**src/rtl/vga_rd_scheduler.sv**
```systemverilog
// VGA timing generator that schedules read-FIFO strobes ahead of the active pixel window
// and blanks frames whenever the FIFO cannot sustain a full frame.
module vga_rd_scheduler #(
    parameter int unsigned H_SYNC   = 96,
    parameter int unsigned H_BACK   = 48,
    parameter int unsigned H_DISP   = 640,
    parameter int unsigned H_TOTAL  = 800,
    parameter int unsigned V_SYNC   = 2,
    parameter int unsigned V_BACK   = 33,
    parameter int unsigned V_DISP   = 480,
    parameter int unsigned V_TOTAL  = 525,
    parameter int unsigned PREFETCH = 2
) (
    input  logic        clk,
    input  logic        rst,
    input  logic        enable,
    input  logic        rfifo_rd_ready,
    input  logic        clr_err,
    output logic [11:0] hcnt,
    output logic [11:0] vcnt,
    output logic        hsync,
    output logic        vsync,
    output logic        rfifo_rd_en,
    output logic        disp_en,
    output logic        frame_start,
    output logic        underflow,
    output logic        busy
);

    localparam logic [11:0] HTotM1    = 12'(H_TOTAL - 1);
    localparam logic [11:0] VTotM1    = 12'(V_TOTAL - 1);
    localparam logic [11:0] HSyncEnd  = 12'(H_SYNC);
    localparam logic [11:0] VSyncEnd  = 12'(V_SYNC);
    localparam logic [11:0] RdStart   = 12'(H_SYNC + H_BACK - PREFETCH);
    localparam logic [11:0] RdEnd     = 12'(H_SYNC + H_BACK + H_DISP - PREFETCH);
    localparam logic [11:0] DispStart = 12'(H_SYNC + H_BACK);
    localparam logic [11:0] DispEnd   = 12'(H_SYNC + H_BACK + H_DISP);
    localparam logic [11:0] VActStart = 12'(V_SYNC + V_BACK);
    localparam logic [11:0] VActEnd   = 12'(V_SYNC + V_BACK + V_DISP);
    localparam logic [11:0] FillLine  = 12'(V_SYNC + V_BACK - 1);

    typedef enum logic [1:0] {StIdle, StFill, StRun, StDrain} state_e;

    state_e      state_q, state_d;
    logic [11:0] hcnt_q, hcnt_d;
    logic [11:0] vcnt_q, vcnt_d;
    logic        underflow_q, underflow_d;

    logic line_end, frame_end, fill_check, v_active, rd_win, disp_win, rd_en, underrun;

    assign line_end   = (hcnt_q == HTotM1);
    assign frame_end  = line_end && (vcnt_q == VTotM1);
    // Last pixel of the final blank line before the active region: commit point for a frame.
    assign fill_check = line_end && (vcnt_q == FillLine);
    assign v_active   = (vcnt_q >= VActStart) && (vcnt_q < VActEnd);
    assign rd_win     = (hcnt_q >= RdStart) && (hcnt_q < RdEnd) && v_active;
    assign disp_win   = (hcnt_q >= DispStart) && (hcnt_q < DispEnd) && v_active;
    assign rd_en      = (state_q == StRun) && rd_win;
    assign underrun   = rd_en && !rfifo_rd_ready;

    always_comb begin
        state_d     = state_q;
        hcnt_d      = hcnt_q;
        vcnt_d      = vcnt_q;
        underflow_d = underflow_q;

        if (underrun) begin
            underflow_d = 1'b1;
        end else if (clr_err) begin
            underflow_d = 1'b0;
        end

        if (state_q == StIdle) begin
            hcnt_d = '0;
            vcnt_d = '0;
        end else if (line_end) begin
            hcnt_d = '0;
            vcnt_d = (vcnt_q == VTotM1) ? 12'd0 : vcnt_q + 12'd1;
        end else begin
            hcnt_d = hcnt_q + 12'd1;
        end

        unique case (state_q)
            StIdle: begin
                if (enable) state_d = StFill;
            end
            StFill: begin
                if (!enable) begin
                    state_d = StDrain;
                end else if (fill_check && rfifo_rd_ready) begin
                    state_d = StRun;
                end
            end
            StRun: begin
                if (!enable) begin
                    state_d = StDrain;
                end else if (underrun) begin
                    state_d = StFill;
                end
            end
            StDrain: begin
                if (frame_end) state_d = StIdle;
            end
            default: state_d = StIdle;
        endcase
    end

    always_ff @(posedge clk) begin
        if (rst) begin
            state_q     <= StIdle;
            hcnt_q      <= '0;
            vcnt_q      <= '0;
            underflow_q <= 1'b0;
        end else begin
            state_q     <= state_d;
            hcnt_q      <= hcnt_d;
            vcnt_q      <= vcnt_d;
            underflow_q <= underflow_d;
        end
    end

    assign hcnt        = hcnt_q;
    assign vcnt        = vcnt_q;
    assign busy        = (state_q != StIdle);
    assign hsync       = !(busy && (hcnt_q < HSyncEnd));
    assign vsync       = !(busy && (vcnt_q < VSyncEnd));
    assign rfifo_rd_en = rd_en;
    assign disp_en     = (state_q == StRun) && disp_win;
    assign frame_start = ((state_q == StFill) || (state_q == StRun)) &&
                         (hcnt_q == 12'd0) && (vcnt_q == 12'd0);
    assign underflow   = underflow_q;

endmodule

```
**config.mk**
```make
export PLATFORM = sky130hd
export DESIGN_NAME = vga_rd_scheduler
export DESIGN_NICKNAME = d
export VERILOG_FILES = /design/src/rtl/vga_rd_scheduler.sv
export SDC_FILE = /design/constraint.sdc
export NUM_CORES = 1
export LEC_CHECK = 0
export ABC_AREA = 1
export CAP_MARGIN = 0
export CORE_MARGIN = 8
export CORE_UTILIZATION = 50
export CTS_CLUSTER_DIAMETER = 50
export DETAILED_ROUTE_END_ITERATION = 6
export PLACE_DENSITY = 0.77
export SYNTH_ARGS = -nofsm -noshare
export SYNTH_HDL_FRONTEND = slang
export SYNTH_SLANG_ARGS = --single-unit
```
**constraint.sdc**
```tcl
create_clock -name clk -period 3.75 [get_ports clk]
set_input_delay 0.75 -clock clk [delete_from_list [all_inputs] [get_ports clk]]
set_output_delay 0.75 -clock clk [all_outputs]
set_load 0.05 [all_outputs]
```
* Yosys cells after proc, flatten, opt, wreduce, memory -nomap -nowiden
Index checks and enable logic that the tools add are counted.
** Word-level totals
- Word-level logic and storage cells :: 61
- Register bits :: 27
- Bits of input ports :: 5
** Cells by class
- $lt $le $gt $ge :: 8
- Equal/unequal tests :: 10
- Mux-type cells :: 10
- Reductions and logical operators :: 27
- Add/subtract/negate cells :: 2
** Operator list (number)
- $lt 12x10->1 const B :: 3
- $add 12x1->12 const B :: 2
- $eq 12x10->1 const B :: 2
- $ge 12x8->1 const B :: 2
- $logic_not 12->1 :: 2
- $logic_and 1x1->1 :: 15
- $eq 12x6->1 const B :: 1
- $ge 12x6->1 const B :: 1
- $lt 12x2->1 const B :: 1
- $lt 12x7->1 const B :: 1
- $mux 12 :: 1
- $mux 2 :: 6
- $pmux 2 s4 :: 1
- $ne 3x3->1 const B :: 2
- $eq 2x2->1 const B :: 2
- $ne 2x2->1 const B :: 2
- $reduce_and 4->1 :: 1
- $reduce_bool 2->1 :: 2
- $logic_not 1->1 :: 3
- $reduce_or 3->1 :: 1
- $eq 2x1->1 const B :: 1
- $logic_not 2->1 :: 1
- $mux 1 :: 2
- $reduce_or 2->1 :: 1
- $logic_or 1x1->1 :: 1

* Longest topological paths before layout
Gate-level depths: netlist of run 1.
- Depth in word-level cells :: 8
- Gate-level depth with buffers :: 13
- Mapped depth without buffers :: 13

* Least setup slack after synthesis of run 1
No wires, ideal clock.
- Path kind :: register to output
- From :: reg vcnt_q[1] (netlist: vcnt[1])
- To :: out rfifo_rd_en
- Path buffers :: 0
- Arrival time :: 2.523 ns
- Setup slack :: 0.477 ns
- Cell stages (with the launch flop) :: 10
- Data required time :: 3.000 ns
- Cell sequence :: dfxtp_1 > ha_1 > inv_1 > nand2_1 > inv_1 > nor2_1 > nor2_1 > nor2_2 > inv_1 > nor3_1
** Between the ends
- Cells in the longest elaborated chain, start to end :: 4
** Ends and longest elaborated chain
- start, declared :: RTL line 46 : logic [11:0] vcnt_q, vcnt_d;
- start signal, assigned :: RTL line 117 : vcnt_q <= vcnt_d;
- $ge 12x6->1 or $lt 12x10->1 (tied branches) :: RTL line 55 : assign v_active = (vcnt_q >= VActStart) && (vcnt_q < VActEnd);
- $logic_and 1x1->1 * :: RTL line 55
- $logic_and 1x1->1 * :: RTL line 56 : assign rd_win = (hcnt_q >= RdStart) && (hcnt_q < RdEnd) && v_active;
- $logic_and 1x1->1 * :: RTL line 58 : assign rd_en = (state_q == StRun) && rd_win;
- end, declared :: RTL line 23 : output logic rfifo_rd_en,
Mark *: on every way between the ends. The rest lies on a longest branch, timed or not.

* Worst setup path after layout of run 1
- From :: reg state_q[0]
- To :: out frame_start
** Between the ends
- Cells in the longest elaborated chain, start to end :: 4
** Ends and longest elaborated chain
- start, declared :: RTL line 44 : state_e state_q, state_d;
- start signal, assigned :: RTL line 110 : state_q <= StIdle;
- start signal, assigned :: RTL line 115 : state_q <= state_d;
- $eq 2x1->1 or $eq 2x2->1 (tied branches) :: RTL line 129 : assign frame_start = ((state_q == StFill) || (state_q == StRun)) &&
- $logic_or 1x1->1 * :: RTL line 129
- $logic_and 1x1->1 * :: RTL line 129
- $logic_and 1x1->1 * :: RTL line 130 : (hcnt_q == 12'd0) && (vcnt_q == 12'd0);
- end, declared :: RTL line 25 : output logic frame_start,
Marks and branches as above.

==> results by group, run 1 <==
STA
  – Slew Limit Fails: 0
  – Worst slew pin tran: 520 ps
  – Period utilisation layout: 89.0%
  – Clock Skew: 9.54 ps
  – Final setup violating endpoints: 0
  – Final Hold Fails: 0
  – RSZ-0062 raised after global routing: no
  – Min Clock Period, post-route: 3340 ps
  – Setup TNS: 0 ps
  – F_max: 300 MHz
  – Rel. slew slack: 65.3%

Status
  – Outcome: completed

Pwr
  – PD cells: 364 nW/um^2
  – Maximum vdd drop: 0.307 mV
  – Leakage: 0.949 nW

Clock tree
  – Clk Latency, worst-skew pair: 280 ps
  – Clock sinks: 27
  – # H-tree levels: 1
  – CTS tree: done
  – Post_cts resized: 0
  – Root Driver: clkbuf_8
  – CTS clock-pin slew for the worst setup and hold paths: 90 ps
  – Cts hold-fix bufs: 0
  – Post-CTS Setup Bufs: 0
  – Longest Clk Path Bufs: 2
  – TritonCTS buffer count: 3

Route
  – Routed WL: 4.26 mm
  – WL per Instance: 11.9 um
  – Total number of vias: 1,781
  – Post-route DRC: 0
  – Via density: 4.96
  – Pre-Repair DR Iteration Count: 4
  – Post-route ant nets: 0
  – DR iter-0 viols: 68

Synth
  – Library cells used by synthesis: 36
  – Synth cell count leaders: nand2_1 (55), inv_1 (43), nor2_1 (34)
  – Post-synth EDFFs: 0
  – Mapped cell area: 1870 um^2
  – Top FF cell, synth: dfxtp_1
  – Count leader, synth: nand2_1
  – Post-synthesis sequential area ratio: 28.9%
  – Syn nets: 289
  – Syn Inst Count: 274
  – Synthesized flop and latch total: 27
  – Yosys warning count: 0
  – Syn Area/Cell: 6.82 um^2
  – Leading area contributor after synthesis: dfxtp_1
  – Area contributors post-synth: dfxtp_1 (29%), nand2_1 (11%), inv_1 (8.6%)
  – Post-synth ARST share: 0%
  – Top cell type's share of synthesized area: 28.9%

Placed design
  – Placed instance area: 2270 um^2
  – DP HPWL: 3.45 mm
  – RD Place Congestion: 0.841
  – IO Port Bufs: 35

Global route
  – Largest net degree at the start of global routing: 15
  – Antenna violations before repair: 0
  – Total grt overflow: 0
  – Global-route wire length before repair: 7.20 mm
  – Gr usage total: 14.1%
  – Number of global-route vias before repair: 1,678

Cells and area
  – Final net count: 327
  – Share of layout cells above drive strength 1: 12.2%
  – Filler instances: 360
  – Diodes inserted: 0
  – Area grow syn2layout: 23.8%
  – Post-route cell area: 2310 um^2

Critical path
  – Launching point of the worst reg2reg path: state_q[0]$_SDFFE_PP0P_
  – Kind of critical path: flip-flop to primary output
  – R2R Path End: hcnt[10]$_SDFF_PP0_
  – Crit path required time: 3000 ps
  – Critical path arrival: 2590 ps
  – Worst Setup EP: frame_start
  – CP endpoint kind: primary output
  – Worst setup path start: state_q[0]$_SDFFE_PP0P_
  – Reg2Reg Setup Slack: 1890 ps
  – Reg2Reg Depth: 6
  – CP Max Fanout: 6
  – Startpoint types: flip-flop

Die
  – Height of the die: 77.1 um
  – Core Box Area: 3630 um^2
  – Die area: 5950 um^2
  – Starting Density: 51.4%
  – Die X: 77.1 um
  – FP Rows: 22
  – IO Pins: 36

Worst hold path
  – Hold Crit Class: flip-flop to flip-flop

Flow run
  – Max Cap Viol: 0
==> power by group <==
| group | switching, mW | internal [mW] | leakage, nW |
|---|---|---|---|
| clock network | 0.0925 | 0.0763 | 0.0228 |
| registers | 0.0199 | 0.299 | 0.218 |
| logic | 0.239 | 0.115 | 0.708 |
| total | 0.352 | 0.490 | 0.949 |
==> critical path, stage by stage (launching register included) <==
cell and delay (ps):
dfxtp_1 430, inv_1 110, ha_1 290, nand3_1 70, nor4_1 210, nand3_1 110
nor3_1 230, clkdlybuf4s50_1 860
==> registers in the layout, summed over array words and instances, names as in the netlist <==
name       count
hcnt          12
vcnt          12
state_q        2
underflow      1
==> final cells by class <==
type	instances	area [um^2]	share of cell area (%)
inverters	50	188	8.11
clock buffers	4	45.0	1.95
flip-flops and latches	27	541	23.4
repair buffers	35	350	15.1
well taps	48	60.1	2.60
multi-input cells	195	1130	48.8
==> routing by layer <==
metal | part of all wire [%] | track usage [%]
met1 | 45 | 15.8
met2 | 50 | 25.6
met3 | 4.1 | 3.26
met4 | 1.4 | 3.96
met5 | 0 | 0
==> how the worst min path moves through the flow <==
stage	startpoint	end	slack, ps	cells past startpoint
after floorplan	state_q[1]$_SDFFE_PP0P_	state_q[1]$_SDFFE_PP0P_	490	2
after global placement	underflow$_SDFFE_PP0P_	underflow$_SDFFE_PP0P_	460	2
after detailed placement	underflow$_SDFFE_PP0P_	underflow$_SDFFE_PP0P_	460	2
after CTS	underflow$_SDFFE_PP0P_	underflow$_SDFFE_PP0P_	480	2
after global routing	underflow$_SDFFE_PP0P_	underflow$_SDFFE_PP0P_	500	2
final	underflow$_SDFFE_PP0P_	underflow$_SDFFE_PP0P_	470	2
==> cells by family (layout without fill, tap and decap cells) <==
family	Yosys count	after routing	synth area share (%)
DFF	27	27	28.9
xor gates and xnor gates	4	4	1.88
buffers and inverters	52	89	10.6
and+or+nand+nor	151	151	42.4
adders and majority gates	10	10	6.70
AOI/OAI and AO/OA	30	30	9.51
==> layout by cell type, fill, tap and decap left out, drive strengths merged <==
| cell | count |
|---|---|
| nand3b | 1 |
| nand3 | 20 |
| nand4 | 9 |
| xnor2 | 1 |
| nor2 | 45 |
| a31oi | 1 |
| or2 | 1 |
| inv | 49 |
| nor3 | 9 |
| dfxtp | 27 |
| nor4 | 2 |
| clkdlybuf4s50 | 35 |
| o21ai | 7 |
| o211ai | 1 |
| o21bai | 2 |
| nand2 | 60 |
| ha | 10 |
| o21a | 3 |
| xor2 | 3 |
| clkinv | 1 |
| clkbuf | 4 |
| a21oi | 16 |
| nor3b | 4 |
==> stage by stage <==
step,instances,power (mW),hold slack (ps),util [%],setup WS [ps]
finish,359,0.842,467,63.7,413
global route,359,0.884,497,63.7,276
CTS,359,0.848,475,63.7,428
detailed placement,355,0.681,463,62.4,743
global placement,355,0.677,455,62.4,820
floorplan,274,0.570,488,-,477
No activity file was read; power rests on OpenSTA's default activity.
==> run 2: changes to the inputs <==
- ABC_AREA: 1 -> default
- PLACE_DENSITY: 0.77 -> 0.82
==> run 2 against run 1 <==
  * Synthesized cell count down 30%
  * Critical path type unchanged
  * Routed wire length shrank 11%
  * Utilization up 2.4 points
  * Die area decreased by 12%
  * Sequential share of layout area increased by 3.7 points
  * Critical endpoint unchanged
  * Fmax down 4.6%
  * Critical path depth is 2 lower
==> results by group, run 2 <==
Status
  – Outcome: completed (unchanged)

Synth
  – Synthesized flop and latch total: 27 (unchanged)
  – Synth Area in Adders: 7.92% (was 6.70%)
  – Mapped cell area: 1580 um^2 (was 1870 um^2)
  – Post-Synth Simple-Gate Area: 34.4% (was 42.4%)
  – Area contributors post-synth: dfxtp_1 (34%), ha_1 (7.9%), nor2_1 (6.9%) (was dfxtp_1 (29%), nand2_1 (11%), inv_1 (8.6%))
  – Top FF cell, synth: dfxtp_1 (unchanged)
  – Top cell type's share of synthesized area: 34.2% (was 28.9%)
  – XOR/XNOR share of the synthesized area: 9.98% (was 1.88%)
  – Post-synth EDFFs: 0 (unchanged)
  – Yosys warning count: 0 (unchanged)
  – Post-synthesis sequential area ratio: 34.2% (was 28.9%)
  – Syn Inst Count: 191 (was 274)
  – Library cells used by synthesis: 39 (was 36)
  – Syn nets: 206 (was 289)
  – Main combinational cell family by area after synthesis: simple AND/OR/NAND/NOR gates (unchanged)
  – Count leader, synth: nor2_1 (was nand2_1)
  – Synth cell count leaders: nor2_1 (29), dfxtp_1 (27), nand2_1 (17) (was nand2_1 (55), inv_1 (43), nor2_1 (34))
  – Synth Area in Compound Gates: 8.79% (was 9.51%)
  – Post-synth ARST share: 0% (unchanged)
  – Leading area contributor after synthesis: dfxtp_1 (unchanged)
  – Mux contribution to synthesized area: 1.27% (was 0%)
  – Syn Area/Cell: 8.27 um^2 (was 6.82 um^2)

STA
  – Period utilisation layout: 93.2% (was 89.0%)
  – F_max: 286 MHz (was 300 MHz)
  – Final Hold Fails: 0 (unchanged)
  – Worst slew pin tran: 506 ps (was 520 ps)
  – Min Clock Period, post-route: 3500 ps (was 3340 ps)
  – Setup TNS: 0 ps (unchanged)
  – Clock Skew: 7.57 ps (was 9.54 ps)
  – Slew Limit Fails: 0 (unchanged)
  – Rel. slew slack: 66.2% (was 65.3%)
  – RSZ-0062 raised after global routing: no (unchanged)
  – Worst Setup Slack, final: 253 ps (was 413 ps)
  – Final setup violating endpoints: 0 (unchanged)

Cells and area
  – Share of layout cells above drive strength 1: 4.85% (was 12.2%)
  – Area grow syn2layout: 26.5% (was 23.8%)
  – Most frequent cells in the layout: clkdlybuf4s50_1 (35), nor2_1 (29), dfxtp_1 (27) (was nand2_1 (55), inv_1 (43), clkdlybuf4s50_1 (35))
  – Commonest non-fill, non-tap cell in the layout: clkdlybuf4s50_1 (was nand2_1)
  – Final net count: 243 (was 327)
  – Fin util: 66.0% (was 63.7%)
  – Diodes inserted: 0 (unchanged)
  – Post-route cell area: 2000 um^2 (was 2310 um^2)
  – Filler instances: 262 (was 360)

Clock tree
  – Post_cts resized: 0 (unchanged)
  – CTS clock-pin slew for the worst setup and hold paths: 150 ps (was 90 ps)
  – CTS tree: done (unchanged)
  – Post-CTS Setup Bufs: 0 (unchanged)
  – Clk Latency, worst-skew pair: 330 ps (was 280 ps)
  – Cts hold-fix bufs: 0 (unchanged)
  – Longest Clk Path Bufs: 2 (unchanged)
  – TritonCTS buffer count: 3 (unchanged)
  – Clock sinks: 27 (unchanged)
  – Root Driver: clkbuf_4 (was clkbuf_8)
  – # H-tree levels: 1 (unchanged)

Critical path
  – CP max stage delay: 850 ps (was 860 ps)
  – Cell mode on critical path: nor3_1 (was nand3_1)
  – Crit-path slowest cell: clkdlybuf4s50_1 (unchanged)
  – Critical path arrival: 2750 ps (was 2590 ps)
  – Worst setup path start: hcnt[9]$_SDFF_PP0_ (was state_q[0]$_SDFFE_PP0P_)
  – Worst Setup EP: frame_start (unchanged)
  – CP top delay family: simple AND/OR/NAND/NOR gates (was buffers and inverters)
  – Startpoint types: flip-flop (unchanged)
  – CP Max Fanout: 7 (was 6)
  – CP endpoint kind: primary output (unchanged)
  – R2R Path End: state_q[0]$_SDFFE_PP0P_ (was hcnt[10]$_SDFF_PP0_)
  – Reg2Reg Depth: 7 (was 6)
  – Reg2Reg Setup Slack: 1120 ps (was 1890 ps)
  – Crit path depth: 5 (was 7)
  – Kind of critical path: flip-flop to primary output (unchanged)
  – Launching point of the worst reg2reg path: hcnt[1]$_SDFF_PP0_ (was state_q[0]$_SDFFE_PP0P_)
  – CP cell instances: or4_1 -> nor3_1 -> nand4_1 -> nor3_1 -> clkdlybuf4s50_1 (was inv_1 -> ha_1 -> nand3_1 -> nor4_1 -> nand3_1 -> nor3_1 -> clkdlybuf4s50_1)
  – Crit path required time: 3000 ps (about the same)
  – WP buf/inv: 1 (was 2)

Global route
  – Number of global-route vias before repair: 1,380 (was 1,678)
  – Antenna violations before repair: 0 (unchanged)
  – Gr usage total: 14.4% (was 14.1%)
  – Total grt overflow: 0 (unchanged)
  – Global-route wire length before repair: 6.13 mm (was 7.20 mm)
  – Largest net degree at the start of global routing: 15 (unchanged)

Pwr
  – Power Total: 0.777 mW (was 0.842 mW)
  – Flop pwr share: 40.8% (was 37.9%)
  – Internal cell power: 0.449 mW (was 0.490 mW)
  – Maximum vdd drop: 0.211 mV (was 0.307 mV)
  – Power share of the combinational group: 42.6% (was 42.1%)
  – Clk pwr share: 16.6% (was 20.0%)
  – Switching part of the total: 42.2% (was 41.8%)
  – NetSw: 0.328 mW (was 0.352 mW)
  – PD cells: 389 nW/um^2 (was 364 nW/um^2)
  – Leakage: 0.706 nW (was 0.949 nW)

Placed design
  – DP HPWL: 2.86 mm (was 3.45 mm)
  – IO Port Bufs: 35 (unchanged)
  – Pre-CTS setup slack: 663 ps (was 743 ps)
  – RD Place Congestion: 0.878 (was 0.841)
  – Placed instance area: 1970 um^2 (was 2270 um^2)

Route
  – Pre-Repair DR Iteration Count: 4 (unchanged)
  – Total number of vias: 1,451 (was 1,781)
  – Via density: 5.35 (was 4.96)
  – Post-route ant nets: 0 (unchanged)
  – Post-route DRC: 0 (unchanged)
  – WL per Instance: 13.9 um (was 11.9 um)
  – DR iter-0 viols: 74 (was 68)
  – Routed WL: 3.78 mm (was 4.26 mm)

Die
  – IO Pins: 36 (unchanged)
  – Height of the die: 72.2 um (was 77.1 um)
  – FP Rows: 20 (was 22)
  – Core Box Area: 3030 um^2 (was 3630 um^2)
  – Starting Density: 52.2% (was 51.4%)
  – Die area: 5220 um^2 (was 5950 um^2)
  – Die X: 72.2 um (was 77.1 um)

Worst hold path
  – Hold Path Origin: underflow$_SDFFE_PP0P_ (unchanged)
  – Hold Crit Class: flip-flop to flip-flop (unchanged)

Flow run
  – Max Cap Viol: 0 (unchanged)
-- run 2: cell count changes after synthesis, sizes merged, moves of 6 or more --
| cell | change |
|---|---|
| nand2 | -43 |
| inv | -38 |
| nor2 | -16 |
| nand3 | -14 |
| a21oi | -9 |
| xnor2 | +8 |
| and3 | +6 |
| xor2 | +6 |
-- run 2: cells by family (layout without fill, tap and decap cells) --
| family | Yosys count | after routing |
|---|---|---|
| flops | 27 | 27 |
| buf+inv | 14 | 50 |
| fa+ha+maj | 10 | 10 |
| simple gates | 99 | 99 |
| xor+xnor | 18 | 18 |
| compound gates | 21 | 21 |
| mux | 2 | 2 |
-- run 2: worst min path at each step --
stage | to | slack (ps) | depth (start not counted)
after global placement | underflow$_SDFFE_PP0P_ | 460 | 2
after global routing | underflow$_SDFFE_PP0P_ | 510 | 2
after detailed placement | underflow$_SDFFE_PP0P_ | 470 | 2
after CTS | underflow$_SDFFE_PP0P_ | 490 | 2
final | underflow$_SDFFE_PP0P_ | 480 | 2
after floorplan | state_q[0]$_SDFFE_PP0P_ | 510 | 2
-- run 2: tightest hold or removal path: cells and delay by family (launching register included) --
kind	cells	cell delay, ps
AO/OA/AOI/OAI	1	60
flip-flops	1	340
AND/OR/NAND/NOR	1	60
-- run 2: metal layers --
layer | GRT usage [%] | routed length [um]
met5 | 0 | 0
met1 | 16.6 | 1760
met2 | 24.7 | 1740
met4 | 5.67 | 51
met3 | 3.72 | 219
-- run 2: cell type report --
type	count	area, um^2	share of cell area [%]
Clock buffer	4	26.3	1.31
Inverter	11	41.3	2.07
Multi-Input combinational cell	150	986	49.3
Sequential cell	27	541	27.0
Tap cell	44	55.1	2.75
Timing Repair Buffer	35	350	17.5
-- run 2: stage by stage --
| stage | hold slack (ps) | cells |
|---|---|---|
| global route | 512 | 271 |
| global placement | 460 | 267 |
| finish | 483 | 271 |
| floorplan | 506 | 191 |
| detailed placement | 471 | 267 |
| CTS | 488 | 271 |
-- run 2: power groups by stage --
stage / clock (mW) / combinational (mW) / sequential (mW)
finish: 0.129 / 0.331 / 0.317
global route: 0.141 / 0.354 / 0.320
detailed placement: 0 / 0.331 / 0.324
floorplan: 0 / 0.215 / 0.335
global placement: 0 / 0.326 / 0.324
CTS: 0.134 / 0.333 / 0.318
